$ cat src/rtl/bidir_pad_conditioner.sv
// Multi-channel bidirectional / open-drain pad conditioner: registered drive, synchronised and
// glitch-filtered readback, optional contention flags (macro BIDIR_PAD_CONTENTION_DETECT_EN).
module bidir_pad_conditioner #(
    parameter int                NUM_CH            = 4,
    parameter int                SYNC_STAGES       = 2,
    parameter int                FILTER_CYCLES     = 4,
    parameter logic [NUM_CH-1:0] OD_MASK           = {NUM_CH{1'b1}},
    parameter int                CONTENTION_CYCLES = 16
) (
    input  logic              clk,
    input  logic              reset_n,
    input  logic [NUM_CH-1:0] out_value,
    input  logic [NUM_CH-1:0] out_enable,
    input  logic [NUM_CH-1:0] pad_i,
    output logic [NUM_CH-1:0] pad_o,
    output logic [NUM_CH-1:0] pad_oe,
    output logic [NUM_CH-1:0] in_value,
    output logic [NUM_CH-1:0] in_changed,
    output logic [NUM_CH-1:0] contention,
    input  logic              contention_clear
);

    localparam int FW = $clog2(FILTER_CYCLES + 1);
    localparam int CW = $clog2(CONTENTION_CYCLES + 1);

    logic [NUM_CH-1:0] pad_o_q, pad_o_d;
    logic [NUM_CH-1:0] pad_oe_q, pad_oe_d;

    // Open-drain channels never drive high: a 1 simply releases the pad.
    always_comb begin
        pad_oe_d = (OD_MASK & ~out_value) | (~OD_MASK & out_enable);
        pad_o_d  = ~OD_MASK & out_value;
    end

    always_ff @(posedge clk) begin
        if (!reset_n) begin
            pad_o_q  <= '0;
            pad_oe_q <= '0;
        end else begin
            pad_o_q  <= pad_o_d;
            pad_oe_q <= pad_oe_d;
        end
    end

    assign pad_o  = pad_o_q;
    assign pad_oe = pad_oe_q;

    for (genvar ch = 0; ch < NUM_CH; ch++) begin : g_ch
        logic [SYNC_STAGES-1:0] sync_q, sync_d;
        logic [FW-1:0]          filt_cnt_q, filt_cnt_d;
        logic                   in_value_q, in_value_d;
        logic                   in_changed_q, in_changed_d;

        always_comb begin
            sync_d       = {sync_q[SYNC_STAGES-2:0], pad_i[ch]};
            filt_cnt_d   = filt_cnt_q;
            in_value_d   = in_value_q;
            in_changed_d = 1'b0;
            if (sync_q[SYNC_STAGES-1] == in_value_q) begin
                filt_cnt_d = '0;
            end else if (filt_cnt_q == FW'(FILTER_CYCLES - 1)) begin
                in_value_d   = ~in_value_q;
                in_changed_d = 1'b1;
                filt_cnt_d   = '0;
            end else begin
                filt_cnt_d = filt_cnt_q + FW'(1);
            end
        end

        // Idle bus is pulled up, so everything on the input side resets high.
        always_ff @(posedge clk) begin
            if (!reset_n) begin
                sync_q       <= '1;
                filt_cnt_q   <= '1;
                in_value_q   <= 1'b1;
                in_changed_q <= 1'b0;
            end else begin
                sync_q       <= sync_d;
                filt_cnt_q   <= filt_cnt_d;
                in_value_q   <= in_value_d;
                in_changed_q <= in_changed_d;
            end
        end

        assign in_value[ch]   = in_value_q;
        assign in_changed[ch] = in_changed_q;

`ifdef BIDIR_PAD_CONTENTION_DETECT_EN
        logic [CW-1:0] cont_cnt_q, cont_cnt_d;
        logic          cont_q, cont_d;
        logic          mismatch;

        // A released open-drain line held low has pad_oe=0, so clock stretching is never flagged.
        assign mismatch = pad_oe_q[ch] & (in_value_q != pad_o_q[ch]);

        always_comb begin
            cont_cnt_d = cont_cnt_q;
            cont_d     = cont_q;
            if (contention_clear) begin
                cont_cnt_d = '0;
                cont_d     = 1'b0;
            end else if (!mismatch) begin
                cont_cnt_d = '0;
            end else begin
                if (cont_cnt_q == CW'(CONTENTION_CYCLES - 1))
                    cont_d = 1'b1;
                if (cont_cnt_q != CW'(CONTENTION_CYCLES))
                    cont_cnt_d = cont_cnt_q + CW'(1);
            end
        end

        always_ff @(posedge clk) begin
            if (!reset_n) begin
                cont_cnt_q <= '0;
                cont_q     <= 1'b0;
            end else begin
                cont_cnt_q <= cont_cnt_d;
                cont_q     <= cont_d;
            end
        end

        assign contention[ch] = cont_q;
`else
        assign contention[ch] = 1'b0;
`endif
    end

`ifndef BIDIR_PAD_CONTENTION_DETECT_EN
    logic unused_contention_clear;
    assign unused_contention_clear = contention_clear;
`endif

endmodule

$ cat config.mk
export PLATFORM = sky130hd
export DESIGN_NAME = bidir_pad_conditioner
export DESIGN_NICKNAME = d
export VERILOG_FILES = /design/src/rtl/bidir_pad_conditioner.sv
export SDC_FILE = /design/constraint.sdc
export NUM_CORES = 1
export LEC_CHECK = 0
export CAP_MARGIN = 40
export CORE_MARGIN = 5
export CORE_UTILIZATION = 49
export DETAILED_ROUTE_END_ITERATION = 16
export HOLD_SLACK_MARGIN = 0.15
export PLACE_DENSITY = 0.92
export SLEW_MARGIN = 40
export SYNTH_ARGS = -nofsm -noshare
export SYNTH_HDL_FRONTEND = slang
export SYNTH_SLANG_ARGS = --single-unit
export TNS_END_PERCENT = 1
$ cat constraint.sdc
create_clock -name clk -period 2.1 [get_ports clk]
set_clock_uncertainty 0.1 [all_clocks]
set_input_delay 0.315 -clock clk [delete_from_list [all_inputs] [get_ports clk]]
set_output_delay 0.315 -clock clk [all_outputs]
set_load 0.1 [all_outputs]
After elaboration in Yosys (flattened, before gate mapping):

Cells that the tools add are included.
Widths: inputs -> output; s select.

* bits in registers: 32
* input bits: 15
* output and inout bits: 20
* logic and storage cells: 59

* add/subtract/negate cells: 4
* eq/ne operators: 8
* mux-type cells: 12
* bitwise gates (word level): 10
* reductions and logical operators: 8

Operators with widths (number)
* $mux 3: 8
* $add 3x1->3 const B: 4
* $eq 3x2->1 const B: 4
* $not 1->1: 9
* $reduce_and 2->1: 4
* $reduce_or 2->1: 4
* $eq 1x1->1: 4
* $mux 1: 4
* $not 4->4: 1

Depth between registers and ports, before layout:

* depth after elaboration: 3
* depth in mapped cells: 3
* gate-level depth less buffers: 3

Least setup slack after synthesis:

Ideal clock, no wire load.

* kind: register to output
* from: register pad_oe_q[0] (netlist: pad_oe[0])
* to: output port pad_oe[0]
* arrival: 0.909 ns
* data required time: 1.685 ns
* slack: 0.776 ns
* cell stages (with the launch flop): 1
* buffers on the path: 0
* path through: dfxtp_1

RTL lines
* from (decl): line 27 `logic [NUM_CH-1:0] pad_oe_q, pad_oe_d;`
* from (signal assigned): line 41 `pad_oe_q <= pad_oe_d;`
* to (decl): line 16 `output logic [NUM_CH-1:0] pad_oe,`

No word-level cell between the ends.

Final worst setup path:

* from: register g_ch[0].in_value_q
* to: output port in_value[0]

RTL lines
* from (decl): line 51 `logic in_value_q, in_value_d;`
* from (signal assigned): line 80 `in_value_q <= in_value_d;`
* to (decl): line 17 `output logic [NUM_CH-1:0] in_value,`

No word-level cell between the ends.

==> flow_metrics.env <==
export IMPL_outcome="completed"
export IMPL_hold_viol_final=0
export IMPL_grtUsageTotal_pct=11.9
export IMPL_cp_top_family="flip-flops"
export IMPL_fin_crit_sh_pct=68.0
export IMPL_die_y_um=59.3
export IMPL_cts_setup_buffers=0
export IMPL_first_pass_iters=4
export IMPL_core_um2=2280
export IMPL_layout_commonest_cell="dfxtp_1"
export IMPL_worstPathMaxFanout=3
export IMPL_route_vias_total=742
export IMPL_criticalPathCategory="reg2out"
export IMPL_reg2reg_depth=3
export IMPL_final_cell_mix="32 x dfxtp_1, 13 x buf_4, 12 x nand2b_1"
export IMPL_dieArea_um2=3520
export IMPL_clk_path_buf_depth=2
export IMPL_synth_seq_cells=32
export IMPL_netlist_area_um2=1190
export IMPL_report_final_slew_viol_count=0
export IMPL_totalPowerFinal_uw=1300
export IMPL_ctsRootBufferMaster="clkbuf_4"
export IMPL_antenna_found_initial=0
export IMPL_initial_utilization_pct=52.4
export IMPL_drt_iter0_drc=16
export IMPL_post_route_drc_count=0
export IMPL_clkPwrFrac_pct=29.1
export IMPL_synthArstFlopShare_pct=0
export IMPL_pwr_share_comb_pct=19.7
export IMPL_pre_cts_ws_ns=0.654
export IMPL_io_pins=35
export IMPL_crit_chain="buf_4"
export IMPL_slowest_stage="dfxtp_1"
export IMPL_worst_hold_startpoint="g_ch[2].sync_q[0]"
export IMPL_cts_sinks=32
export IMPL_final_area_um2=1370
export IMPL_grt_first_pass_wirelength_mm=3.06
export IMPL_gp_congestion=0.660
export IMPL_rsz0062_at_grt="no"
export IMPL_p_per_area_nw_per_um2=944
export IMPL_dieWidth_um=59.3
export IMPL_end_kind="output port"
export IMPL_drive_gt1_share_pct=17.1
export IMPL_syn_to_final_growth_pct=15.1
export IMPL_min_path_cells=1
export IMPL_crit_buf_inv=1
export IMPL_wire_per_inst_um=11.8
export IMPL_worstPathRequired_ns=1.68
export IMPL_drv_cap=0
export IMPL_vias_per_cell=4.73
export IMPL_diodes=0
export IMPL_cts_htree_levels=2
export IMPL_cp_start_kind="flop"
export IMPL_min_to="g_ch[2].sync_q[1]"
export IMPL_r2r_end="g_ch[0].in_changed_q"
export IMPL_dp_hpwl_mm=1.29
export IMPL_ant_nets=0
export IMPL_pwr_share_seq_pct=51.2
export IMPL_r2r_setup_slack_ns=0.92
export IMPL_fillers=196
export IMPL_syn_inst=112
export IMPL_place_area_um2=1310
export IMPL_synth_edf_count=0
export IMPL_portBuffers=21
export IMPL_switching_share_pct=30.5
export IMPL_synth_ff_type="dfxtp_1"
export IMPL_switching_power_uw=395
export IMPL_hold_buffers=0
export IMPL_numCtsBuffers=5
export IMPL_leakagePower_uw=0.000633
export IMPL_hold_slack_ns=0.316
export IMPL_grt_max_degree=33
export IMPL_crit_arrival_ns=1.01
export IMPL_ctsResizeCount=0
export IMPL_slowest_delay_ns=0.38
export IMPL_cts_tree="yes"
export IMPL_finalSetupTns_ns=0
export IMPL_yosysWarnings=0
export IMPL_row_count=17
export IMPL_rr_startpoint="g_ch[0].filt_cnt_q[0]"
export IMPL_syn_area_per_cell_um2=10.6
export IMPL_yosysSeqAreaShare_pct=53.7
export IMPL_synth_cell_types=17
export IMPL_setup_ws_ns=0.672
export IMPL_grt_overflow=0
export IMPL_routed_wl_mm=1.86
export IMPL_insertion_delay_ns=0.32
export IMPL_intPower_uw=901
export IMPL_max_vdd_ir_drop_mv=0.545
export IMPL_fin_nets=148
export IMPL_cts_clk_slew_worst_paths_ns=0.09
export IMPL_min_period_ns=1.43
export IMPL_setup_violations=0
export IMPL_hp_class="reg2reg"
export IMPL_grt_pass1_vias=715
export IMPL_fmax_mhz=700
==> area by class of cell <==
class,count,area [um^2],area share [%]
Sequential cell,32,641,46.7
Multi-Input combinational cell,60,414,30.2
Timing Repair Buffer,22,188,13.7
Clock buffer,7,65.1,4.74
Tap cell,28,35.0,2.55
Inverter,8,30.0,2.19
==> synthesized netlist by cell type, types with 2 or more instances <==
cell type / count / share of area (%)
inv_1: 8 / 2.5
o31ai_1: 6 / 3.8
xnor2_1: 4 / 2.9
nand3b_1: 4 / 2.5
nand2b_1: 12 / 6.3
buf_2: 2 / 0.84
ha_1: 4 / 4.2
buf_4: 16 / 10
o21ai_0: 6 / 2.5
o211ai_1: 4 / 2.5
and3b_2: 2 / 1.7
nor2b_1: 7 / 3.7
and3b_1: 2 / 1.5
dfxtp_1: 32 / 54
==> registers in the layout (all words and copies together) (netlist names) <==
signal / cells
g_ch.filt_cnt_q: 12
g_ch.in_changed_q: 4
g_ch.in_value_q: 4
g_ch.sync_q: 8
pad_oe: 4
==> worst max-delay path by stage <==
stage / start / cells past startpoint / end
after floorplan: pad_oe[0] / 0 / pad_oe[0]
after global placement: reset_n / 3 / g_ch[0].in_changed_q
after detailed placement: reset_n / 3 / g_ch[2].filt_cnt_q[1]
after CTS: g_ch[0].in_value_q / 1 / in_value[0]
after global routing: g_ch[3].in_value_q / 1 / in_value[3]
final: g_ch[0].in_value_q / 1 / in_value[0]
==> cell families after synthesis <==
kind of cell             count (synthesis)  synth area share, %
flip-flops                              32                 53.7
AND/OR/NAND/NOR                         28                 16.3
buffers and inverters                   27                 13.7
AO/OA/AOI/OAI                           16                 8.81
XOR/XNOR                                 4                 2.94
adder cells (fa/ha/maj)                  4                 4.20
other                                    1                0.314
==> metal layers <==
metal	global-route usage [%]	wire, um	part of all wire [%]
met1	12.9	748	40
met2	19.0	926	50
met3	5.45	143	7.7
met4	6.80	40	2.2
met5	0	0	0
==> metrics by stage <==
| step | std cells | utilization (%) |
|---|---|---|
| 3_3_place_gp | 150 | 57.4 |
| 3_5_place_dp | 150 | 57.4 |
| 2_1_floorplan | 119 | - |
| 4_1_cts | 157 | 60.3 |
| 5_1_grt | 157 | 60.3 |
| 6_report | 157 | 60.3 |
==> power by group through the flow <==
stage / clock, uW / combinational (uW) / sequential, uW
3_5_place_dp: 0 / 254 / 677
2_1_floorplan: 0 / 197 / 702
6_report: 377 / 255 / 664
5_1_grt: 418 / 271 / 668
4_1_cts: 389 / 256 / 664
3_3_place_gp: 0 / 247 / 674
Note: power is estimated with default switching activity, not from simulation.
